File: config.mk
export PLATFORM = sky130hd
export DESIGN_NAME = multicycle_controller
export DESIGN_NICKNAME = d
export VERILOG_FILES = /design/src/rtl/multicycle_controller.sv
export SDC_FILE = /design/constraint.sdc
export NUM_CORES = 1
export LEC_CHECK = 0
export BUFFER_PORTS_ARGS = -buffer_cell sky130_fd_sc_hd__buf_2
export CELL_PAD_IN_SITES_DETAIL_PLACEMENT = 0
export CELL_PAD_IN_SITES_GLOBAL_PLACEMENT = 1
export CORE_MARGIN = 2
export CORE_UTILIZATION = 28
export DETAILED_ROUTE_END_ITERATION = 8
export PLACE_DENSITY_LB_ADDON = 0.15
export SLEW_MARGIN = 30
export SYNTH_ARGS = -nofsm -noshare
export SYNTH_HDL_FRONTEND = slang
export SYNTH_SLANG_ARGS = --single-unit
export TNS_END_PERCENT = 30
File: constraint.sdc
create_clock -name clk_i -period 1.9 [get_ports clk_i]
set_clock_uncertainty 0.05 [all_clocks]
set_input_delay 0.19 -clock clk_i [delete_from_list [all_inputs] [get_ports clk_i]]
set_output_delay 0.19 -clock clk_i [all_outputs]
set_load 0.01 [all_outputs]
File: src/rtl/multicycle_controller.sv
// multicycle_controller: main control unit for a multicycle RV32I core.
// A Moore FSM sequences fetch, decode, execute, memory and writeback.
// It decodes lw, sw, R-type, I-type ALU, beq and jal.
//
// Ports:
//   clk_i         rising-edge clock
//   reset_i       synchronous, active-high reset; loads FETCH
//   op_i          instr[6:0]
//   funct3_i      instr[14:12]
//   funct7b5_i    instr[30]
//   zero_i        ALU zero flag; only used in BEQ
//   pcwrite_o     PC register enable
//   adrsrc_o      memory address select (0 PC, 1 ALUOut)
//   memwrite_o    data memory write enable
//   irwrite_o     instruction register / OldPC enable
//   resultsrc_o   result select (00 ALUOut, 01 Data, 10 ALUResult)
//   alusrca_o     ALU A select (00 PC, 01 OldPC, 10 rs1)
//   alusrcb_o     ALU B select (00 rs2, 01 immext, 10 constant 4)
//   immsrc_o      immediate format (00 I, 01 S, 10 B, 11 J)
//   regwrite_o    register file write enable
//   alucontrol_o  ALU operation (000 add, 001 sub, 010 and, 011 or, 101 slt)
module multicycle_controller (
  input  logic       clk_i,
  input  logic       reset_i,
  input  logic [6:0] op_i,
  input  logic [2:0] funct3_i,
  input  logic       funct7b5_i,
  input  logic       zero_i,
  output logic       pcwrite_o,
  output logic       adrsrc_o,
  output logic       memwrite_o,
  output logic       irwrite_o,
  output logic [1:0] resultsrc_o,
  output logic [1:0] alusrca_o,
  output logic [1:0] alusrcb_o,
  output logic [1:0] immsrc_o,
  output logic       regwrite_o,
  output logic [2:0] alucontrol_o
);

  localparam logic [3:0] StFetch    = 4'd0;
  localparam logic [3:0] StDecode   = 4'd1;
  localparam logic [3:0] StMemAdr   = 4'd2;
  localparam logic [3:0] StMemRead  = 4'd3;
  localparam logic [3:0] StMemWb    = 4'd4;
  localparam logic [3:0] StMemWrite = 4'd5;
  localparam logic [3:0] StExecR    = 4'd6;
  localparam logic [3:0] StExecI    = 4'd7;
  localparam logic [3:0] StAluWb    = 4'd8;
  localparam logic [3:0] StBeq      = 4'd9;
  localparam logic [3:0] StJal      = 4'd10;

  localparam logic [6:0] OpLw    = 7'b0000011;
  localparam logic [6:0] OpSw    = 7'b0100011;
  localparam logic [6:0] OpRtype = 7'b0110011;
  localparam logic [6:0] OpItype = 7'b0010011;
  localparam logic [6:0] OpBeq   = 7'b1100011;
  localparam logic [6:0] OpJal   = 7'b1101111;

  logic [3:0] state_q, state_d;
  logic [3:0] out_state;
  logic [1:0] aluop;
  logic       pcupdate, branch;
  logic       memwrite_raw, irwrite_raw, regwrite_raw;

  always_ff @(posedge clk_i) begin
    if (reset_i) state_q <= StFetch;
    else         state_q <= state_d;
  end

  always_comb begin
    state_d = StFetch;
    case (state_q)
      StFetch: state_d = StDecode;
      StDecode: begin
        case (op_i)
          OpLw, OpSw: state_d = StMemAdr;
          OpRtype:    state_d = StExecR;
          OpItype:    state_d = StExecI;
          OpBeq:      state_d = StBeq;
          OpJal:      state_d = StJal;
          default:    state_d = StFetch;
        endcase
      end
      // lw and sw differ only in op[5]
      StMemAdr:  state_d = op_i[5] ? StMemWrite : StMemRead;
      StMemRead: state_d = StMemWb;
      StExecR:   state_d = StAluWb;
      StExecI:   state_d = StAluWb;
      StJal:     state_d = StAluWb;
      default:   state_d = StFetch;
    endcase
  end

  // During reset the outputs show FETCH values with all write enables masked.
  assign out_state = reset_i ? StFetch : state_q;

  always_comb begin
    adrsrc_o     = 1'b0;
    memwrite_raw = 1'b0;
    irwrite_raw  = 1'b0;
    resultsrc_o  = 2'b00;
    alusrca_o    = 2'b00;
    alusrcb_o    = 2'b00;
    regwrite_raw = 1'b0;
    aluop        = 2'b00;
    pcupdate     = 1'b0;
    branch       = 1'b0;
    case (out_state)
      StFetch: begin
        irwrite_raw = 1'b1;
        alusrcb_o   = 2'b10;
        resultsrc_o = 2'b10;
        pcupdate    = 1'b1;
      end
      StDecode: begin
        alusrca_o = 2'b01;
        alusrcb_o = 2'b01;
      end
      StMemAdr: begin
        alusrca_o = 2'b10;
        alusrcb_o = 2'b01;
      end
      StMemRead: adrsrc_o = 1'b1;
      StMemWb: begin
        resultsrc_o  = 2'b01;
        regwrite_raw = 1'b1;
      end
      StMemWrite: begin
        adrsrc_o     = 1'b1;
        memwrite_raw = 1'b1;
      end
      StExecR: begin
        alusrca_o = 2'b10;
        aluop     = 2'b10;
      end
      StExecI: begin
        alusrca_o = 2'b10;
        alusrcb_o = 2'b01;
        aluop     = 2'b10;
      end
      StAluWb: regwrite_raw = 1'b1;
      StBeq: begin
        alusrca_o = 2'b10;
        aluop     = 2'b01;
        branch    = 1'b1;
      end
      StJal: begin
        alusrca_o = 2'b01;
        alusrcb_o = 2'b10;
        pcupdate  = 1'b1;
      end
      default: ;
    endcase
  end

  assign pcwrite_o  = (pcupdate | (branch & zero_i)) & ~reset_i;
  assign memwrite_o = memwrite_raw & ~reset_i;
  assign irwrite_o  = irwrite_raw & ~reset_i;
  assign regwrite_o = regwrite_raw & ~reset_i;

  always_comb begin
    case (op_i)
      OpLw, OpItype: immsrc_o = 2'b00;
      OpSw:          immsrc_o = 2'b01;
      OpBeq:         immsrc_o = 2'b10;
      OpJal:         immsrc_o = 2'b11;
      default:       immsrc_o = 2'b00;
    endcase
  end

  always_comb begin
    alucontrol_o = 3'b000;
    case (aluop)
      2'b01: alucontrol_o = 3'b001;
      2'b10: begin
        case (funct3_i)
          // op[5] separates R-type sub from addi
          3'b000:  alucontrol_o = (op_i[5] & funct7b5_i) ? 3'b001 : 3'b000;
          3'b010:  alucontrol_o = 3'b101;
          3'b110:  alucontrol_o = 3'b011;
          3'b111:  alucontrol_o = 3'b010;
          default: alucontrol_o = 3'b000;
        endcase
      end
      default: alucontrol_o = 3'b000;
    endcase
  end

endmodule

==> results.txt <==
outcome: completed
FF+latch count, synth: 4
final instance area: 826 um2
# IOs: 30
Top Registers: state_q: 4 flops
Crit path max-delay family: simple AND/OR/NAND/NOR gates
Post-Syn Nets: 94
clock-pin slew on the worst setup and hold paths: 40 ps
Comb pwr share: 32.5%
Rows: 15
Syn Area/Cell: 6.90 um2
Hold Path Stages: 3
cells along the critical path: nor2b_4, and3_4, inv_1, ha_1, nor2b_1, o21ai_0, a21oi_1, buf_2
relative slew slack: 69.4%
sequential share of power: 30.1%
Final nets: 132
Biggest register: state_q
global-route congestion overflow total: 0
CP peak stage delay: 370 ps
HP Class: input pin to flip-flop
largest net degree at the start of global routing: 12
f_max: 559 MHz
first-pass GRT wire length: 2520 um
RSZ-0062 raised after global routing: false
Max clock buf depth: 2
Buf/Inv on CP: 2
Worst-Skew Late Latency: 240 ps
CP max-delay cell: dfxtp_4
share of post-route cells with drive strength above 1: 45.6%
hold worst-path end: state_q[2]
period utilisation layout: 94.1%
Synth cell types: 29
Worst IR Drop VDD: 0.165 mV
drt drc: 0
Sink Count: 4
YS warnings: 0
Worst setup startpoint: state_q[1]
commonest non-fill, non-tap cell in the layout: buf_2
Switching Share: 30.9%
CP arrival: 1550 ps
gate count of the mapped netlist: 78
first-iteration detailed-routing DRC count: 13
die width: 47.8 um
antenna violations before repair: 0
final RePlAce weighted congestion: 0.767
final hold slack: 191 ps
H-tree Lvls: 1
final core occ: 46.8%
CP Max Fanout: 7
# diodes: 0
worst slew pin tran: 455 ps
DRT antenna net count: 0
max reg flops: 4
vias in the first global route: 589
Vias/cell: 5.06
FILL cells: 204
gr usage total: 15.7%
Slew Limit Fails: 0
R2R Setup Slk: 370 ps
Inst Count DP: 132
Reg2Reg Depth: 5
CTS tree: yes
Post-Route WL: 1640 um
CP required: 1660 ps
Initial Util: 30.5%
half-perimeter wire length after placement: 1250 um
crit end category: primary output
most frequent cells in the layout: buf_2 (29), nor3_1 (8), buf_4 (8)
Internal: 0.199 mW
DRT Pass-1 Iters: 4
Syn-to-layout area delta: 53.5%
CTS root buf: clkbuf_4
final setup fails: 0
max-cap viol count: 0
detailed-route via count: 703
Port Buffers: 29
net switching power figure: 0.0892 mW
Core Region: 1760 um2
Sum Neg Setup Slack: 0 ps
CTS Buf Count: 3
WS Path Type: flip-flop to primary output
worst hold start: op_i[4]
Wirelength per Cell: 11.8 um
Die ar.: 2290 um2
Power Density: 349 nW/um2
RR Startpoint: state_q[3]
die height: 47.8 um
placed inst area: 727 um2
r2r endpoint: state_q[1]
Setup crit start kind: flip-flop
Leak: 0.383 nW
multi-input combinational cell area: 443 um2
min Tclk post-route: 1790 ps
Layout Cells excl Fill: 139
register area: 90.1 um2
register area share after synthesis: 14.9%
clock share of power: 37.4%
post-synthesis cell area: 538 um2
Fin. Hold Viols: 0
cell usage after synthesis, drive strengths merged:
library cell  count  area [um2]
nor3              8        40.0
inv               6        22.5
buf               5        25.0
nand2b            5        31.3
nand4             5        31.3
nor2              5        18.8
a21oi             4        20.0
dfxtp             4        80.1
nor2b             4        25.0
and3              3        18.8
xnor2             3        26.3
a22oi             2        15.0
a31oi             2        12.5
and4b             2        20.0
ha                2        25.0
nand2             2        7.51
nand3             2        10.0
nor4              2        12.5
o21ai             2        10.0
a21o              1        7.51
and3b             1        8.76
mux2              1        11.3
mux2i             1        10.0
nor3b             1        7.51
o211ai            1        7.51
o21a              1        7.51
o22ai             1        6.26
or3               1        11.3
or3b              1        8.76
stage by stage:
stage	setup slack [ps]	power (mW)
finish	112	0.288
global placement	208	0.178
CTS	6.46	0.288
global route	4.03	0.310
detailed placement	212	0.178
floorplan	213	0.137
worst max path at each step:
stage	endpoint	slack, ps	depth (start not counted)
floorplan	alucontrol_o[1]	210	5
global placement	alucontrol_o[0]	210	9
detailed placement	alucontrol_o[0]	210	9
CTS	alucontrol_o[0]	6	8
global route	alucontrol_o[0]	4	8
finish	alucontrol_o[0]	110	8
timing repair:
| action | CTS | global route |
|---|---|---|
| pin swaps | 0 | 1 |
| setup buffers | 0 | 4 |
| gates resized for setup | 1 | 14 |
| endpoints found under the setup margin | 1 | 2 |
| hold buffers | 0 | 0 |
final cells by class:
cell class | instances | share of cell area [%]
inverters | 6 | 2.73
multi-input cells | 63 | 53.6
repair buffers | 38 | 26.2
well taps | 25 | 3.79
clock buffers | 3 | 2.73
flip-flops and latches | 4 | 10.9
power by group through the flow:
stage | combinational (mW) | clock [mW] | sequential, mW
3_3_place_gp | 0.0883 | 0 | 0.0900
4_1_cts | 0.0879 | 0.112 | 0.0885
3_5_place_dp | 0.0878 | 0 | 0.0898
5_1_grt | 0.103 | 0.120 | 0.0868
6_report | 0.0936 | 0.108 | 0.0867
2_1_floorplan | 0.0481 | 0 | 0.0889
routing by layer:
metal | vias up | GRT usage (%) | wire (um)
met4 | 0 | 8.11 | 17
li1 | 358 | - | -
met1 | 318 | 20.6 | 791
met5 | - | 0 | 0
met3 | 2 | 2.26 | 93
met2 | 25 | 24.8 | 739
worst register-to-register path, stage by stage, from the launching register on:
cell,delay [ps]
dfxtp_2,330
buf_6,130
buf_4,130
or3_4,380
or3b_1,380
o21ai_0,70
kinds of logic (layout without fill, tap and decap cells):
logic type	Yosys count	in the layout	synth area share, %
compound gates	14	14	16.0
xor+xnor	3	3	4.88
fa+ha+maj	2	2	4.65
buf+inv	11	47	8.84
flops	4	4	14.9
mux	2	2	3.95
simple gates	42	42	46.7
Note: power is estimated with default switching activity, not from simulation.
